**src/rtl/vga_frame_update_ctrl.sv**
```systemverilog
// vga_frame_update_ctrl: shadow display registers with round-robin CPU/engine writes, replayed dirty-only at each vblank tick.
// Optional OVERRUN_CNT_EN adds a saturating frame-overrun counter at CPU address 9.
module vga_frame_update_ctrl #(
  parameter int NREGS = 6,
  parameter int AW = 4,
  parameter int DW = 8
) (
  input  logic          clk,
  input  logic          reset,
  input  logic          a_chipselect,
  input  logic          a_write,
  input  logic          a_read,
  input  logic [AW-1:0] a_address,
  input  logic [DW-1:0] a_writedata,
  output logic [DW-1:0] a_readdata,
  output logic          a_waitrequest,
  input  logic          b_req,
  input  logic [AW-1:0] b_address,
  input  logic [DW-1:0] b_writedata,
  output logic          b_grant,
  input  logic          frame_tick,
  output logic          d_chipselect,
  output logic          d_write,
  output logic [AW-1:0] d_address,
  output logic [DW-1:0] d_writedata,
  output logic          irq
);
  typedef enum logic [1:0] {IDLE, SCAN, DONE} state_t;
  state_t        r_state;
  logic [DW-1:0] r_shadow [NREGS];
  logic [NREGS-1:0] r_dirty;
  logic          r_commit_en, r_irq, r_rr_b, r_d_write;
  logic [AW-1:0] r_idx, r_d_address;
  logic [DW-1:0] r_d_writedata, r_readdata;
  logic          w_a_wr, w_a_reg, w_a_win, w_b_win, w_ctrl_wr, w_wr_en, w_cur_dirty;
  logic [AW-1:0] w_wr_addr;
  logic [DW-1:0] w_wr_data, w_cur_data, w_rd;
`ifdef OVERRUN_CNT_EN
  logic [7:0]    r_ovr;
`endif
  assign w_a_wr    = a_chipselect & a_write;
  assign w_a_reg   = w_a_wr & (a_address < AW'(NREGS));
  // r_rr_b set means the engine won the last tie, so the CPU takes the next one
  assign w_a_win   = w_a_reg & (~b_req | r_rr_b);
  assign w_b_win   = b_req & (~w_a_reg | ~r_rr_b);
  assign w_ctrl_wr = w_a_wr & (a_address == AW'(8));
  assign w_wr_en   = w_a_win | w_b_win;
  assign w_wr_addr = w_a_win ? a_address : b_address;
  assign w_wr_data = w_a_win ? a_writedata : b_writedata;
  assign a_waitrequest = w_a_reg & ~w_a_win;
  assign b_grant       = w_b_win;
  assign a_readdata    = r_readdata;
  assign d_write       = r_d_write;
  assign d_chipselect  = r_d_write;
  assign d_address     = r_d_address;
  assign d_writedata   = r_d_writedata;
  assign irq           = r_irq;
  always_comb begin
    w_cur_dirty = 1'b0;
    w_cur_data  = '0;
    w_rd        = '0;
    for (int i = 0; i < NREGS; i++) begin
      if (r_idx == AW'(i)) {w_cur_dirty, w_cur_data} = {r_dirty[i], r_shadow[i]};
      if (a_address == AW'(i)) w_rd = r_shadow[i];
    end
    if (a_address == AW'(8)) w_rd = DW'({r_state != IDLE, r_commit_en, r_irq});
`ifdef OVERRUN_CNT_EN
    if (a_address == AW'(9)) w_rd = DW'(r_ovr);
`endif
  end
  always_ff @(posedge clk or posedge reset) begin
    if (reset) begin
      for (int i = 0; i < NREGS; i++) r_shadow[i] <= '0;
      r_dirty       <= '0;
      r_commit_en   <= 1'b1;
      r_irq         <= 1'b0;
      r_rr_b        <= 1'b1;
      r_state       <= IDLE;
      r_idx         <= '0;
      r_d_write     <= 1'b0;
      r_d_address   <= '0;
      r_d_writedata <= '0;
      r_readdata    <= '0;
`ifdef OVERRUN_CNT_EN
      r_ovr         <= '0;
`endif
    end else begin
      if (w_a_reg & b_req) r_rr_b <= ~w_a_win;
      // a write landing on the index being scanned keeps it dirty for the next frame
      for (int i = 0; i < NREGS; i++) begin
        if (w_wr_en && w_wr_addr == AW'(i)) begin
          r_shadow[i] <= w_wr_data;
          r_dirty[i]  <= 1'b1;
        end else if (r_state == SCAN && r_idx == AW'(i)) r_dirty[i] <= 1'b0;
      end
      if (w_ctrl_wr) r_commit_en <= a_writedata[1];
      if (r_state == DONE) r_irq <= 1'b1;
      else if (w_ctrl_wr && a_writedata[0]) r_irq <= 1'b0;
      if (a_chipselect && a_read) r_readdata <= w_rd;
      r_d_write <= (r_state == SCAN) & w_cur_dirty;
      if (r_state == SCAN && w_cur_dirty) begin
        r_d_address   <= r_idx;
        r_d_writedata <= w_cur_data;
      end
      case (r_state)
        IDLE: if (frame_tick && r_commit_en && |r_dirty) begin
          r_state <= SCAN;
          r_idx   <= '0;
        end
        SCAN: begin
          r_idx   <= r_idx + 1'b1;
          r_state <= (r_idx == AW'(NREGS-1)) ? DONE : SCAN;
        end
        default: r_state <= IDLE;
      endcase
`ifdef OVERRUN_CNT_EN
      if (w_a_wr && a_address == AW'(9)) r_ovr <= '0;
      else if (frame_tick && (r_state != IDLE || (!r_commit_en && |r_dirty)) && r_ovr != 8'hFF)
        r_ovr <= r_ovr + 1'b1;
`endif
    end
  end
endmodule

```
**config.mk**
```make
export PLATFORM = sky130hd
export DESIGN_NAME = vga_frame_update_ctrl
export DESIGN_NICKNAME = d
export VERILOG_FILES = /design/src/rtl/vga_frame_update_ctrl.sv
export SDC_FILE = /design/constraint.sdc
export NUM_CORES = 1
export LEC_CHECK = 0
export BUFFER_PORTS_ARGS = -buffer_cell sky130_fd_sc_hd__buf_2
export CORE_ASPECT_RATIO = 1.5
export CORE_UTILIZATION = 40
export DETAILED_ROUTE_END_ITERATION = 6
export PLACE_DENSITY = 0.66
export REMOVE_ABC_BUFFERS = 1
export SKIP_CTS_REPAIR_TIMING = 1
export SYNTH_ARGS = -nofsm -noshare
export SYNTH_HDL_FRONTEND = slang
export SYNTH_SLANG_ARGS = --single-unit
```
**constraint.sdc**
```tcl
create_clock -name clk -period 8.2 [get_ports clk]
set_clock_uncertainty 0.1 [all_clocks]
set_input_delay 1.23 -clock clk [delete_from_list [all_inputs] [get_ports clk]]
set_output_delay 1.23 -clock clk [all_outputs]
set_load 0.1 [all_outputs]
```
==> impl_metrics.json <==
{
  "status": "finished, final reports clean",
  "drc": 0,
  "fillers": 1051,
  "cp_max_fo": 28,
  "fin_crit_sh_pct": 46.38,
  "initial_core_util_pct": 41.38,
  "n_antenna_cell": 0,
  "crit_path_frequent_cell": "buf_2",
  "endpoint_kind": "output port",
  "synthXorXnorAreaFrac_pct": 0.1894,
  "async_flop_share_pct": 100.0,
  "synth.distinct_cells": 63,
  "die_w_um": 89.78,
  "min_from": "d_address[3]",
  "path_cells": "buf_2 > a211oi_1 > nand2_1 > nor2_1 > buf_2",
  "fin_crit_ns": 3.803,
  "drv_cap": 0,
  "grt_pass1_vias": 3697,
  "cpMaxStageDelayCell": "buf_2",
  "synth.avg_cell_area_sq_um": 11.09,
  "synth-seq-cells": 84,
  "syn_inst": 417,
  "fin_nets": 498,
  "portBuffers": 55,
  "hpwl_mm": 8.452,
  "cts-root-buf": "clkbuf_16",
  "hold_violations": 0,
  "vias": 3658,
  "postLayoutCoreUtil_pct": 47.41,
  "fmax_mhz": 263.0,
  "arrival_ns": 2.47,
  "numCtsBuffers": 9,
  "start_kind": "primary input",
  "syn_area_sq_mm": 0.004623,
  "finalSetupViolations": 0,
  "slowest_delay_ns": 0.43,
  "yosysWarningCount": 0,
  "synth_simple_gate_area_share_pct": 14.45,
  "htree_levels": 3,
  "ios": 56,
  "ir_worst_vdd_mv": 0.1935,
  "synthMuxAreaShare_pct": 20.41,
  "crit_start": "a_address[2]",
  "grt_pass1_wl_mm": 20.38,
  "clkSinkCount": 84,
  "synth_edf_count": 0,
  "synth_fa_ha_area_share_pct": 1.083,
  "drt_iter0_markers": 286,
  "cts.clk_slew.worst_paths_ns": 0.06,
  "hold_path.class": "reg2reg",
  "grt_max_degree": 85,
  "area_growth_pct": 14.59,
  "drtPass1Iterations": 5,
  "power_density_mw_per_mm2": 362.3,
  "crit_type": "in2out",
  "timing.rr.start": "r_idx[1]",
  "relSlewSlack_pct": 18.34,
  "grt_overflow": 0,
  "finalMaxSlewViolations": 0,
  "p_total_mw": 1.920,
  "ant_nets": 0,
  "synthFlopType": "dfrtp_1",
  "routabilityCongestion": 0.8744,
  "timing.reg2reg.setup_slack_ns": 4.76,
  "grt_antenna_before_repair": 0,
  "grtUsageTotal_pct": 22.28,
  "cts_buffer_depth": 2,
  "rsz0062_at_grt": "false",
  "core.rowCount": 47,
  "synth-compound-area-share_pct": 14.80,
  "dpl_worst_slack_ns": 4.416,
  "setup_slack_ns": 4.397,
  "fin_tns_setup_ns": 0,
  "ys_seq_area_share_pct": 45.52,
  "routedWlPerCell_um": 20.45,
  "dieArea_sq_mm": 0.01200,
  "required_ns": 6.87,
  "viasPerCell": 5.958,
  "insertion_delay_ns": 0.35,
  "core_sq_mm": 0.01117,
  "tritoncts": "built",
  "leakage_nw": 2.286,
  "drive_above_1_share_pct": 33.83,
  "chipHeight_um": 133.7,
  "synth_top_family_by_area": "multiplexers",
  "wirelength_mm": 12.56,
  "tightest_slew_ns": 1.222
}
[cells in the mapped netlist, types with 2 or more instances]
master	count	area share, %
a211o_1	3	0.57
a211oi_1	10	1.6
a21bo_2	2	0.43
a21boi_0	2	0.32
a21oi_1	26	2.8
a221o_1	4	0.87
a221oi_1	5	0.95
a22oi_1	3	0.49
a2bb2oi_1	2	0.38
buf_1	3	0.24
buf_2	2	0.22
buf_4	4	0.65
clkbuf_1	14	1.1
dfrtp_1	82	44
dfstp_2	2	1.1
ha_1	4	1.1
inv_1	13	1.1
mux2_1	4	0.97
mux2_2	63	15
mux2_4	2	0.65
mux2i_1	10	2.2
mux4_2	2	0.97
nand2_1	23	1.9
nand2b_1	9	1.2
nand3_1	8	0.87
nand3b_1	20	3.2
nor2_1	12	0.97
nor2b_1	11	1.5
nor3_1	5	0.54
nor3b_1	7	1.1
o211ai_1	4	0.65
o21ai_0	15	1.6
o221ai_1	3	0.57
o2bb2ai_1	5	0.95
or2_2	3	0.41
or3_1	2	0.27
or3b_2	2	0.38
[logic make-up after synthesis]
logic type	after synthesis
xor gates and xnor gates	1
AOI/OAI and AO/OA	96
buffers and inverters	37
adders and majority gates	4
DFF	84
muxes	82
and+or+nand+nor	113
[flip-flops by register name (all words and copies together), names as in the netlist, 2 cells and up]
name	count
r_idx	4
a_readdata	8
r_state	2
r_dirty	6
r_shadow	48
d_address	4
d_writedata	8
[power by group]
group / internal, mW / switching, mW
logic: 0.281 / 0.544
registers: 0.552 / 0.131
clock network: 0.243 / 0.168
total: 1.08 / 0.843
[worst max-delay path, delay by kind of cell]
family | cells | cell delay, ns
AOI/OAI and AO/OA | 1 | 0.34
buffers and inverters | 2 | 0.67
and+or+nand+nor | 2 | 0.22
[placed cells by master, fill, tap and decap left out, drive strengths merged, types with 8 or more instances in the layout]
cell    Yosys  layout
a211oi     10      10
a21oi      26      26
buf        10      59
clkbuf     14      10
dfrtp      82      82
inv        13      13
mux2       69      69
mux2i      11      11
nand2      23      23
nand2b      9       9
nand3       8       8
nand3b     20      20
nor2       12      12
nor2b      12      12
o21ai      15      15
[final timing paths]
check / endpoint / depth (start not counted)
worst min-delay path: d_address[3] / 1
worst max register to register: d_writedata[4] / 6
worst min register to register: d_address[3] / 1
worst max-delay path: a_waitrequest / 5
max in group asynchronous: r_shadow[12] / 3
min in group asynchronous: d_writedata[0] / 3
[layer usage]
| metal | track usage, % | vias up | wire length, um |
|---|---|---|---|
| met5 | 0 | - | 0 |
| met4 | 13.30 | 0 | 486 |
| met3 | 3.311 | 28 | 782 |
| met2 | 35.56 | 180 | 6007 |
| met1 | 28.69 | 1806 | 5281 |
| li1 | - | 1644 | - |
[cell type report]
class / count / area [sq um] / area share [%]
Multi-Input combinational cell: 296 / 2355 / 44.45
Sequential cell: 84 / 2105 / 39.73
Tap cell: 147 / 183.9 / 3.472
Timing Repair Buffer: 59 / 305.3 / 5.763
Clock inverter: 5 / 60.06 / 1.134
Clock buffer: 10 / 239.0 / 4.511
Inverter: 13 / 50.05 / 0.9447
[metrics by stage]
stage	hold WS, ns	cells	area, sq um
after CTS	0.4012	614	5298
after global placement	0.3799	599	4999
after detailed placement	0.3709	599	4999
final	0.3999	614	5298
after global routing	0.4223	614	5298
after floorplan	0.3724	393	4508
Note: power is estimated with default switching activity, not from simulation.
